File: config.mk
export PLATFORM = sky130hd
export DESIGN_NAME = serial_sub
export DESIGN_NICKNAME = d
export VERILOG_FILES = /design/src/rtl/serial_sub.sv
export SDC_FILE = /design/constraint.sdc
export NUM_CORES = 1
export LEC_CHECK = 0
export ABC_CLOCK_PERIOD_IN_PS = 1600
export BUFFER_PORTS_ARGS = -buffer_cell sky130_fd_sc_hd__buf_2
export CAP_MARGIN = 20
export CORE_AREA = 4 4 93 60
export DETAILED_ROUTE_END_ITERATION = 10
export DIE_AREA = 0 0 97 64
export PLACE_DENSITY = 0.58
export SLEW_MARGIN = 10
export SYNTH_ARGS = -nofsm -noshare
export SYNTH_HDL_FRONTEND = slang
export SYNTH_SLANG_ARGS = --single-unit
File: constraint.sdc
create_clock -name clk_i -period 1.6 [get_ports clk_i]
set_clock_uncertainty 0.1 [all_clocks]
set_input_delay 0.24 -clock clk_i [delete_from_list [all_inputs] [get_ports clk_i]]
set_output_delay 0.24 -clock clk_i [all_outputs]
set_load 0.02 [all_outputs]
File: src/rtl/serial_sub.sv
// ============================================================================
// Module   : serial_sub
// Brief    : Bit-serial WIDTH-bit subtractor (LSB first, borrow chain) with a
//            start/busy/done handshake. Define SERIAL_SUB_ADD_EN to add a
//            mode_i port selecting addition (mode_i=1) or subtraction.
// Revision : 1.0 - initial release
// ============================================================================
`default_nettype none

module serial_sub #(
  parameter int WIDTH = 8
) (
  input  logic             clk_i,
  input  logic             rst_ni,
  input  logic             start_i,
`ifdef SERIAL_SUB_ADD_EN
  input  logic             mode_i,
`endif
  input  logic [WIDTH-1:0] A_i,
  input  logic [WIDTH-1:0] B_i,
  output logic             busy_o,
  output logic             done_o,
  output logic [WIDTH-1:0] D_o,
  output logic             Bout_o
);

  localparam int CW = (WIDTH > 1) ? $clog2(WIDTH) : 1;

  localparam logic [1:0]    S_IDLE  = 2'd0;
  localparam logic [1:0]    S_SHIFT = 2'd1;
  localparam logic [1:0]    S_DONE  = 2'd2;
  localparam logic [CW-1:0] C_LAST  = CW'(WIDTH - 1);

  logic [1:0]       r_state;
  logic [WIDTH-1:0] r_a_sr;
  logic [WIDTH-1:0] r_b_sr;
  logic [WIDTH-1:0] r_d_sr;
  logic [CW-1:0]    r_cnt;
  logic             r_borrow;
  logic [WIDTH-1:0] r_d;
  logic             r_bout;

  logic w_a;
  logic w_a_eff;
  logic w_b;
  logic w_d;
  logic w_bout;

  assign w_a = r_a_sr[0];
  assign w_b = r_b_sr[0];

  // Borrow is the carry-out cell with the minuend bit inverted.
`ifdef SERIAL_SUB_ADD_EN
  logic r_mode;

  always_ff @(posedge clk_i or negedge rst_ni) begin
    if (!rst_ni) begin
      r_mode <= 1'b0;
    end else if (r_state == S_IDLE && start_i) begin
      r_mode <= mode_i;
    end
  end

  assign w_a_eff = r_mode ? w_a : ~w_a;
`else
  assign w_a_eff = ~w_a;
`endif

  assign w_d    = w_a ^ w_b ^ r_borrow;
  assign w_bout = (w_a_eff & w_b) | ((w_a_eff ^ w_b) & r_borrow);

  always_ff @(posedge clk_i or negedge rst_ni) begin
    if (!rst_ni) begin
      r_state  <= S_IDLE;
      r_a_sr   <= '0;
      r_b_sr   <= '0;
      r_d_sr   <= '0;
      r_cnt    <= '0;
      r_borrow <= 1'b0;
      r_d      <= '0;
      r_bout   <= 1'b0;
    end else begin
      case (r_state)
        S_IDLE: begin
          if (start_i) begin
            r_a_sr   <= A_i;
            r_b_sr   <= B_i;
            r_cnt    <= '0;
            r_borrow <= 1'b0;
            r_state  <= S_SHIFT;
          end
        end
        S_SHIFT: begin
          r_a_sr   <= r_a_sr >> 1;
          r_b_sr   <= r_b_sr >> 1;
          r_d_sr   <= {w_d, r_d_sr[WIDTH-1:1]};
          r_borrow <= w_bout;
          r_cnt    <= r_cnt + CW'(1);
          if (r_cnt == C_LAST) begin
            r_d     <= {w_d, r_d_sr[WIDTH-1:1]};
            r_bout  <= w_bout;
            r_state <= S_DONE;
          end
        end
        S_DONE: begin
          r_state <= S_IDLE;
        end
        default: begin
          r_state <= S_IDLE;
        end
      endcase
    end
  end

  assign busy_o = (r_state == S_SHIFT);
  assign done_o = (r_state == S_DONE);
  assign D_o    = r_d;
  assign Bout_o = r_bout;

endmodule

`default_nettype wire

# Word-level counts from Yosys, hierarchy flattened
# Index checks and enable logic that the tools add are counted.
# op_classes
muxes	11
n_bitwise	7
addsub	1
reduce_logical	5
n_eq_ne	5
# op_table
operator	count
8-bit case mux with 2 select lines	2
8-bit 2-to-1 mux	2
3-bit case mux with 2 select lines	1
2-bit AND reduction	3
2-bit 2-to-1 mux	2
2-bit case mux with 2 select lines	1
3-bit by 1-bit adder with 3-bit output, second input constant	1
3-bit equality test, second input constant	1
3-bit 2-to-1 mux	1
1-bit bitwise XOR	3
1-bit bitwise AND	2
2-bit by 1-bit equality test with 1-bit output, second input constant	1
2-bit equality test, second input constant	1
2-bit zero test	1
2-bit by 1-bit != test with 1-bit output, second input constant	1
2-bit != test, second input constant	1
1-bit case mux with 2 select lines	1
2-bit nonzero test	1
1-bit 2-to-1 mux	1
1-bit NOT	1
1-bit OR	1
# word_totals
reg_bits	39
out_inout_bits	11

# Depth between registers and ports, before layout
# Gate-level depths: netlist of run 1.
# depth
depth_word	5
mapped_depth	5
depth_no_buf	4

# Worst setup path after synthesis of run 1
# Ideal clock, no wire load.
# synth_timing
path_kind	register -> register
start	register r_cnt[0]
end	register r_bout (netlist: Bout_o)
path_stages_with_launch	6
setup_slack_ps	88
t_arrival_ps	1287
synth_period_minus_slack_ps	1512
setup_time_ps	125
required_time_ps	1375
cell_sequence	dfrtp_1 ha_1 ha_1 nand3b_1 buf_6 mux2_4
# synth_between
elab_chain_len	2
# synth_rtl
element	line	text
start: declaration	38	logic [CW-1:0] r_cnt;
start signal: assignment	98	r_cnt <= r_cnt + CW'(1);
3-bit equality test	99	if (r_cnt == C_LAST) begin
2-bit AND reduction (no line)	n/a	
end signal: assignment	101	r_bout <= w_bout;
end: declaration	41	logic r_bout;
# No other way between the ends.
# A chain may end at the register's enable or synchronous reset.

# Worst setup path in the final report of run 1
# layout_timing
start	register r_cnt[0]
end	register r_d[1] (netlist: D_o[1])
# layout_between
elab_chain_len	2
# layout_rtl
element	line	text
3-bit equality test	99	
2-bit AND reduction (no line)	n/a	
end signal: assignment	100	r_d <= {w_d, r_d_sr[WIDTH-1:1]};
end: declaration	40	logic [WIDTH-1:0] r_d;
# No other way between the ends.

==> reports/qor.txt, run 1 <==
status - completed
Clk pwr share - 14.7%
min Tclk post-route - 1.55 ns
uppermost layer routed - met4
# DRC - 0
global-route wire length before repair - 6190 µm
area leader, netlist - dfrtp_1
CTS clk-pin slew, worst paths - 0.07 ns
Vias/cell - 4.91
DR WL met3 - 124 µm
Buf/Inv on CP - 1
Slowest cell on crit path - dfrtp_1
share of the synthesized area in the top cell type - 51.8%
core area - 4830 µm²
Netlist cell types - 28
Final Max Slew Viols - 0
largest net degree at the start of global routing - 21
Cell Chain, Critical Path - ha_2 > ha_1 > nand3b_1 > buf_12 > mux2_4
final core occ - 45.1%
GR Overflow Total - 0
post-layout power - 4.10 mW
DIE HEIGHT - 64 µm
placed instance area - 2070 µm²
power density cells - 1880 nW/µm²
M1 wire length - 1730 µm
critical path arrival - 1.61 ns
WL final - 3460 µm
share of cells above drive strength 1 - 40.7%
IO Port Bufs - 29
nets@finish - 199
Pleak - 1.04 nW
dpl hpwl - 2520 µm
Area Overhead vs Synth - 18.6%
Min-Delay Path Class - input pin to flip-flop
cts bufs inserted - 5
worst slew pin tran - 0.458 ns
Clock Path Buffers - 2
antenna-violating nets left - 0
Top FF cell, synth - dfrtp_1
post-synthesis cell count - 139
ys async rst share - 100%
most instantiated cells after synthesis - dfrtp_1 (38), inv_1 (15), nor3b_1 (12)
Clock Latency Late Sink - 0.28 ns
RSZ-0062 raised after global routing - no
CP Capture Type - flip-flop
Worst VDD drop - 0.000537 V
max incr delay on CP - 0.38 ns
wire per inst - 14.2 µm
net switching power - 1.45 mW
synth top area cells - dfrtp_1 (52%), mux2_4 (6.5%), nor4b_1 (5.2%)
CTS tree - done
final hold violations - 0
#FFs+latches synth - 38
# diodes - 0
vias in the first global route - 1,269
Iter 0 DRT Violations - 57
sequential area share after synthesis - 51.8%
root buf cell - clkbuf_8
fill count - 453
type of origin of the critical path - flip-flop
setup TNS - 0 ns
fin crit share - 96.8%
WP data required - 1.66 ns
max-cap check violation count - 0
Initial Util - 38.0%
I/O Pins - 30
number of synthesized flops with an enable pin - 0
post-synthesis net count - 161
DIE WIDTH - 97 µm
Met2 Routed Length - 1580 µm
1st-pass router iterations - 4
Synth Cell Area - 1840 µm²
Rows - 20
post-route cell area - 2180 µm²
Avg Cell Area, Syn - 13.2 µm²
Die Area - 6210 µm²
Via Count - 1,192
clock sinks - 38
Multi-input gate area - 734 µm²
hold slack - 0.198 ns
total global-route track usage - 12.3%
FF/Latch Area - 952 µm²
internal power - 2.66 mW
Setup violations, final - 0
Sw Ratio - 35.3%
Crit path max-delay family - flip-flops
antenna violations before repair - 0
top-count cell post-synth - dfrtp_1
Setup Crit Path Kind - flip-flop to flip-flop
f_max - 646 MHz
Rel. slew slack - 69.5%
htree depth - 2
Gate power share - 44.0%
critical path fanouts, max - 10
gpl congestion - 0.737
Seq pwr share - 41.3%
Ys Warns - 0
==> layer usage <==
metal  up-vias  track usage (%)
li1        578                -
met5         -                0
met3         2             3.49
met4         0             4.20
met1       596             16.5
met2        16             19.1
==> registers in the layout, summed over array words and instances (netlist names) <==
| signal | count |
|---|---|
| r_cnt | 3 |
| r_d_sr | 7 |
| D_o | 8 |
| r_a_sr | 8 |
| r_borrow | 1 |
| r_b_sr | 8 |
| Bout_o | 1 |
| r_state | 2 |
==> cells by family after synthesis <==
logic type	after synthesis	share of synthesized area (%)
and+or+nand+nor	33	14.8
adders and majority gates	3	2.45
buffers and inverters	26	8.79
AOI/OAI and AO/OA	22	10.4
muxes	17	11.9
DFF	38	51.8
==> worst min-delay path, stage by stage <==
cell	delay, ns
buf_2	0.08
nor4b_1	0.04
a211oi_2	0.18
==> power groups by stage <==
stage                     clock [mW]  combinational, mW  sequential, mW
after global routing           0.684               2.00            1.76
after global placement             0               1.71            1.69
after CTS                      0.627               1.80            1.70
after floorplan                    0               1.26            1.80
final                          0.603               1.80            1.69
after detailed placement           0               1.78            1.72
==> layout make-up <==
cell class / instances / share of cell area (%)
Clock buffer: 5 / 3.16
Clock inverter: 2 / 0.460
Inverter: 15 / 2.58
Multi-Input combinational cell: 75 / 33.7
Sequential cell: 38 / 43.7
Tap cell: 66 / 3.79
Timing Repair Buffer: 42 / 12.6
==> stage by stage <==
| step | cells | setup slack (ns) |
|---|---|---|
| 2_1_floorplan | 139 | 0.0881 |
| 3_3_place_gp | 234 | 0.0593 |
| 3_5_place_dp | 234 | 0.0128 |
| 4_1_cts | 242 | -0.00211 |
| 5_1_grt | 243 | 0.000289 |
| 6_report | 243 | 0.0518 |
==> cells in the final DEF, fill, tap and decap left out, types with 2 or more instances in the layout <==
cell and count:
buf_2 29, a22o_1 3, mux2i_1 3, nand2b_1 2, nor4bb_1 2, clkbuf_8 5, a211oi_1 10, nor4b_1 11
dfrtp_1 37, buf_12 2, mux2_4 8, mux2_2 6, o221a_2 3, buf_4 9, inv_1 14, nor3b_1 12
clkinv_2 2, or4b_1 3
==> worst paths after layout <==
check                                           start                     to  slack [ns]  depth (start not counted)
min in group asynchronous                      rst_ni  r_a_sr[4]$_DFFE_PN0P_        0.34                          2
worst max register to register   r_cnt[0]$_DFFE_PN0P_     D_o[1]$_DFFE_PN0P_        0.05                          5
worst min register to register  r_a_sr[7]$_DFFE_PN0P_  r_a_sr[7]$_DFFE_PN0P_        0.39                          1
worst max-delay path             r_cnt[0]$_DFFE_PN0P_     D_o[1]$_DFFE_PN0P_        0.05                          5
worst min-delay path                           A_i[4]  r_a_sr[4]$_DFFE_PN0P_        0.20                          3
max in group asynchronous                      rst_ni     D_o[1]$_DFFE_PN0P_        0.60                          3
==> repair_timing <==
item / CTS / global route
hold buffers: 1 / 0
setup buffers: 0 / 1
setup endpoints to repair: 3 / 25
gates resized for setup: 2 / 3
hold endpoints to repair: 18 / 0
Power figures use the tool's default switching activity.
==> run 2, diff against run 1 <==
- ABC_AREA: unset -> 1
- CORE_AREA: 4 4 93 60 -> 4 4 92 60
- DIE_AREA: 0 0 97 64 -> 0 0 96 64
- GPL_TIMING_DRIVEN: unset -> 0
==> reports/qor.txt, run 2 <==
status - completed (unchanged)
WP data required - 1.26 ns (was 1.66 ns)
type of origin of the critical path - flip-flop (unchanged)
Setup violations, final - 0 (unchanged)
Worst VDD drop - 0.000586 V (was 0.000537 V)
most common cell after layout, fill and taps aside - nand2_1 (was dfrtp_1)
Die Area - 6140 µm² (was 6210 µm²)
nets@finish - 275 (was 199)
Rows - 20 (unchanged)
# diodes - 0 (unchanged)
global-route wire length before repair - 6470 µm (was 6190 µm)
critical path fanouts, max - 10 (unchanged)
placed instance count - 312 (was 234)
placed instance area - 2040 µm² (was 2070 µm²)
total global-route track usage - 13.8% (was 12.3%)
final core occ - 44.8% (was 45.1%)
hold_sp - A_i[7] (was A_i[4])
WL final - 3790 µm (was 3460 µm)
1st-pass router iterations - 4 (unchanged)
htree depth - 2 (unchanged)
most frequent cells in the layout - nand2_1 (70), inv_1 (39), dfrtp_1 (38) (was dfrtp_1 (37), buf_2 (29), inv_1 (14))
Setup Crit Path Kind - flip-flop to output pin (was flip-flop to flip-flop)
ys async rst share - 100% (unchanged)
top-count cell post-synth - nand2_1 (was dfrtp_1)
core area - 4780 µm² (was 4830 µm²)
CTS tree - done (unchanged)
setup TNS - 0 ns (unchanged)
DIE HEIGHT - 64 µm (unchanged)
clock sinks - 38 (unchanged)
pre-CTS setup slack - 0.154 ns (was 0.0128 ns)
I/O Pins - 30 (unchanged)
CP Capture Type - output pin (was flip-flop)
post-route cell area - 2140 µm² (was 2180 µm²)
synth top area cells - dfrtp_1 (52%), nand2_1 (15%), inv_1 (8.1%) (was dfrtp_1 (52%), mux2_4 (6.5%), nor4b_1 (5.2%))
largest net degree at the start of global routing - 39 (was 21)
GR Overflow Total - 0 (unchanged)
critical path arrival - 1.20 ns (was 1.61 ns)
number of synthesized flops with an enable pin - 0 (unchanged)
Pleak - 1.20 nW (was 1.04 nW)
Clock Latency Late Sink - 0.28 ns (about the same)
vias in the first global route - 1,317 (was 1,269)
Cell Chain, Critical Path - buf_6 > clkbuf_8 > nor2_2 > buf_4 (was ha_2 > ha_1 > nand3b_1 > buf_12 > mux2_4)
share of the synthesized area in the top cell type - 52.5% (was 51.8%)
Vias/cell - 4.45 (was 4.91)
wire per inst - 11.9 µm (was 14.2 µm)
Min-Delay Path Class - input pin to flip-flop (unchanged)
#FFs+latches synth - 38 (unchanged)
post-synthesis net count - 239 (was 161)
f_max - 648 MHz (was 646 MHz)
power density cells - 1970 nW/µm² (was 1880 nW/µm²)
final hold violations - 0 (unchanged)
CTS clk-pin slew, worst paths - 0.07 ns (about the same)
worst reg-to-reg setup slack - 0.16 ns (was 0.05 ns)
share of cells above drive strength 1 - 22.9% (was 40.7%)
fin worst setup slack - 0.0560 ns (was 0.0518 ns)
cts bufs inserted - 5 (unchanged)
dpl hpwl - 2630 µm (was 2520 µm)
Synth Cell Area - 1810 µm² (was 1840 µm²)
Via Count - 1,419 (was 1,192)
root buf cell - clkbuf_8 (unchanged)
hold slack - 0.114 ns (was 0.198 ns)
Worst Hold End - r_a_sr[7]$_DFFE_PN0P_ (was r_a_sr[4]$_DFFE_PN0P_)
sequential area share after synthesis - 52.5% (was 51.8%)
post-synthesis cell count - 217 (was 139)
area leader, netlist - dfrtp_1 (unchanged)
most instantiated cells after synthesis - nand2_1 (70), inv_1 (39), dfrtp_1 (38) (was dfrtp_1 (38), inv_1 (15), nor3b_1 (12))
worst slew pin tran - 0.850 ns (was 0.458 ns)
Rel. slew slack - 43.3% (was 69.5%)
Initial Util - 37.9% (was 38.0%)
Ys Warns - 0 (unchanged)
FF-to-FF path depth - 6 (was 5)
gpl congestion - 0.726 (was 0.737)
Netlist cell types - 20 (was 28)
Area Overhead vs Synth - 18.2% (was 18.6%)
DIE WIDTH - 96 µm (was 97 µm)
Iter 0 DRT Violations - 98 (was 57)
FF-to-FF Start - r_cnt[0]$_DFFE_PN0P_ (unchanged)
Post-Layout Cell Count - 319 (was 243)
Slowest cell on crit path - dfrtp_1 (unchanged)
IO Port Bufs - 29 (unchanged)
# DRC - 0 (unchanged)
min Tclk post-route - 1.54 ns (was 1.55 ns)
Final Max Slew Viols - 0 (unchanged)
post-layout power - 4.22 mW (was 4.10 mW)
Top FF cell, synth - dfrtp_1 (unchanged)
Avg Cell Area, Syn - 8.35 µm² (was 13.2 µm²)
Clock Path Buffers - 2 (unchanged)
Worst Hold Depth - 3 (unchanged)
antenna violations before repair - 0 (unchanged)
fin crit share - 96.5% (was 96.8%)
RSZ-0062 raised after global routing - no (unchanged)
max incr delay on CP - 0.37 ns (was 0.38 ns)
worst r2r dst - D_o[7]$_DFFE_PN0P_ (was D_o[1]$_DFFE_PN0P_)
max-cap check violation count - 0 (unchanged)
antenna-violating nets left - 0 (unchanged)
run 2: changes by cell type after synthesis, moves of 10 or more:
cell      before  now
nor4b_1       11    0
o21ai_0        0   11
nor3b_1       12    0
nand2_1        0   70
nand3_1        0   29
a211oi_1      10    0
inv_1         15   39
run 2: repair_timing:
item	CTS	global route
hold buffers	1	0
endpoints found under the setup margin	1	3
pin swaps	0	0
gates cloned	0	0
resized for setup	4	4
hold endpoints to repair	38	0
setup buffers	0	0
run 2: worst max-delay path by stage:
| stage | start | endpoint | slack, ns | cells after the start |
|---|---|---|---|---|
| 3_5_place_dp | r_state[0]$_DFFE_PN0P_ | done_o | 0.15 | 4 |
| 6_report | r_state[0]$_DFFE_PN0P_ | done_o | 0.06 | 4 |
| 4_1_cts | r_state[1]$_DFFE_PN0P_ | done_o | 0.01 | 3 |
| 5_1_grt | r_state[0]$_DFFE_PN0P_ | done_o | 0.002 | 4 |
| 3_3_place_gp | r_state[0]$_DFFE_PN0P_ | done_o | 0.16 | 4 |
| 2_1_floorplan | r_state[0]$_DFFE_PN0P_ | done_o | 0.27 | 3 |
run 2: logic make-up after synthesis:
group / count (synthesis) / synth area share [%]
compound gates: 21 / 8.08
fa+ha+maj: 3 / 2.49
buf+inv: 50 / 12.1
flops: 38 / 52.5
simple gates: 105 / 24.9
run 2: final cells by class:
class | instances | area (µm²)
Inverter | 41 | 156
Multi-Input combinational cell | 129 | 644
Fill cell | 509 | 2640
Sequential cell | 38 | 951
Buffer | 8 | 70.1
Timing Repair Buffer | 30 | 160
Tap cell | 66 | 82.6
Clock buffer | 7 | 76.3
run 2: power breakdown:
group	internal [mW]	switching [mW]	leakage, nW	total, mW
Clock	0.300	0.312	0.0383	0.612
Sequential	1.42	0.243	0.470	1.67
Combinational	0.736	1.21	0.697	1.94
Total	2.46	1.76	1.20	4.22
run 2: metal layers:
layer	global-route usage [%]	part of all wire (%)
met1	20.4	51
met2	19.0	43
met3	3.88	5.2
met4	5.32	1.3
met5	0	0
run 2: critical path, delay by kind of cell (launching register included):
family                 cells  cell delay (ns)
AND/OR/NAND/NOR            1             0.10
flip-flops                 1             0.37
buffers and inverters      3             0.45
==> run 3, diff against run 2 <==
- CORE_AREA: 4 4 92 60 -> 4 4 76 93
- DIE_AREA: 0 0 96 64 -> 0 0 80 97
- PLACE_DENSITY: 0.58 -> 0.46
==> reports/qor.txt, run 3 (synthesis results as in run 2) <==
status - completed (unchanged)
Cell Chain, Critical Path - buf_6 > clkbuf_8 > nor2_1 > buf_4 (was buf_6 > clkbuf_8 > nor2_2 > buf_4)
gpl congestion - 0.744 (was 0.726)
power density cells - 1980 nW/µm² (was 1970 nW/µm²)
WP data required - 1.26 ns (about the same)
nets@finish - 277 (was 275)
root buf cell - clkbuf_8 (unchanged)
min Tclk post-route - 1.53 ns (was 1.54 ns)
fill count - 696 (was 509)
worst slew pin tran - 0.882 ns (was 0.850 ns)
post-layout power - 4.34 mW (was 4.22 mW)
Worst Hold Depth - 3 (unchanged)
antenna violations before repair - 0 (unchanged)
most frequent cells in the layout - nand2_1 (70), inv_1 (39), dfrtp_1 (38) (unchanged)
GR Overflow Total - 0 (unchanged)
max incr delay on CP - 0.38 ns (was 0.37 ns)
Final Max Slew Viols - 0 (unchanged)
Setup Crit Path Kind - flip-flop to output pin (unchanged)
FF-to-FF path depth - 6 (unchanged)
crit path from - r_state[0]$_DFFE_PN0P_ (unchanged)
final hold violations - 0 (unchanged)
worst reg-to-reg setup slack - 0.12 ns (was 0.16 ns)
total global-route track usage - 11.1% (was 13.8%)
fin crit share - 95.8% (was 96.5%)
Clock Latency Late Sink - 0.29 ns (was 0.28 ns)
IO Port Bufs - 29 (unchanged)
worst r2r dst - r_a_sr[1]$_DFFE_PN0P_ (was D_o[7]$_DFFE_PN0P_)
CTS tree - done (unchanged)
wire per inst - 11.7 µm (was 11.9 µm)
largest net degree at the start of global routing - 39 (unchanged)
Setup violations, final - 0 (unchanged)
# DRC - 0 (unchanged)
CP Capture Type - output pin (unchanged)
Crit path max-delay family - buffers and inverters (unchanged)
DIE HEIGHT - 97 µm (was 64 µm)
FF-to-FF Start - r_state[0]$_DFFE_PN0P_ (was r_cnt[0]$_DFFE_PN0P_)
Worst VDD drop - 0.000822 V (was 0.000586 V)
f_max - 653 MHz (was 648 MHz)
cts bufs inserted - 5 (unchanged)
1st-pass router iterations - 4 (unchanged)
critical path fanouts, max - 10 (unchanged)
CP Depth - 4 (unchanged)
Pleak - 1.22 nW (was 1.20 nW)
setup TNS - 0 ns (unchanged)
Clock Path Buffers - 2 (unchanged)
# diodes - 0 (unchanged)
CTS clk-pin slew, worst paths - 0.08 ns (was 0.07 ns)
critical path arrival - 1.19 ns (was 1.20 ns)
htree depth - 2 (unchanged)
Slowest cell on crit path - dfrtp_1 (unchanged)
max-cap check violation count - 0 (unchanged)
DIE WIDTH - 80 µm (was 96 µm)
antenna-violating nets left - 0 (unchanged)
Rows - 32 (was 20)
dpl hpwl - 2690 µm (was 2630 µm)
Vias/cell - 4.16 (was 4.45)
WL final - 3990 µm (was 3790 µm)
Iter 0 DRT Violations - 84 (was 98)
I/O Pins - 30 (unchanged)
clock sinks - 38 (unchanged)
type of origin of the critical path - flip-flop (unchanged)
Area Overhead vs Synth - 21.1% (was 18.2%)
core area - 6250 µm² (was 4780 µm²)
global-route wire length before repair - 6780 µm (was 6470 µm)
Min-Delay Path Class - input pin to flip-flop (unchanged)
vias in the first global route - 1,437 (was 1,317)
share of cells above drive strength 1 - 24.2% (was 22.9%)
most common cell after layout, fill and taps aside - nand2_1 (unchanged)
Rel. slew slack - 41.2% (was 43.3%)
Via Count - 1,418 (was 1,419)
crit path capture - done_o (unchanged)
RSZ-0062 raised after global routing - no (unchanged)
Initial Util - 29.0% (was 37.9%)
Die Area - 7760 µm² (was 6140 µm²)
Buf/Inv on CP - 3 (unchanged)
run 3: final cells by class:
| class | instances | area, µm² | area share (%) |
|---|---|---|---|
| sequential | 38 | 951 | 43.4 |
| multi-input combinational | 129 | 642 | 29.3 |
| timing repair buffer | 32 | 173 | 7.87 |
| inverter | 41 | 156 | 7.13 |
| tap | 85 | 106 | 4.85 |
| clock buffer | 6 | 82.6 | 3.76 |
| buffer | 8 | 70.1 | 3.19 |
| clock inverter | 2 | 12.5 | 0.570 |
run 3: power by group:
part           switching [mW]  leakage, nW  total, mW  internal (mW)
sequential              0.234        0.470       1.66           1.42
clock                   0.345       0.0472      0.692          0.346
combinational            1.23        0.705       1.99          0.759
run 3: metrics by stage:
step / instances / setup slack, ns / util (%) / hold WS [ns] / cell area [µm²]
6_report: 341 / 0.0676 / 35.1 / 0.109 / 2190
5_1_grt: 341 / 0.00682 / 35.1 / 0.141 / 2190
4_1_cts: 339 / 0.00571 / 34.8 / 0.106 / 2180
3_5_place_dp: 331 / 0.139 / 33.0 / 0.320 / 2060
3_3_place_gp: 331 / 0.139 / 33.0 / 0.320 / 2060
2_1_floorplan: 217 / 0.268 / - / -0.156 / 1810
run 3: worst min-delay path by stage:
stage,start,end,slack (ns)
6_report,A_i[7],r_a_sr[7]$_DFFE_PN0P_,0.11
5_1_grt,A_i[7],r_a_sr[7]$_DFFE_PN0P_,0.14
4_1_cts,A_i[7],r_a_sr[7]$_DFFE_PN0P_,0.11
3_5_place_dp,rst_ni,r_b_sr[2]$_DFFE_PN0P_,0.32
3_3_place_gp,rst_ni,r_b_sr[2]$_DFFE_PN0P_,0.32
2_1_floorplan,rst_ni,Bout_o$_DFFE_PN0P_,-0.16
run 3: routing by layer:
metal,routed length [µm],track usage (%),vias to the layer above
met2,1780,17.0,26
met5,0,0,-
met3,172,3.07,5
met4,55,3.51,0
li1,-,-,732
met1,1980,15.2,655
run 3: worst min-delay path, stage by stage:
cell     delay, ns
buf_2         0.09
inv_1         0.04
o21ai_0       0.08
run 3: what timing repair did:
item                                   in CTS  in global routing
setup endpoints to repair                   1                  3
buffers inserted                            0                  2
hold buffers                                1                  0
endpoints found under the hold margin      22                  0
gates resized for setup                     4                  2
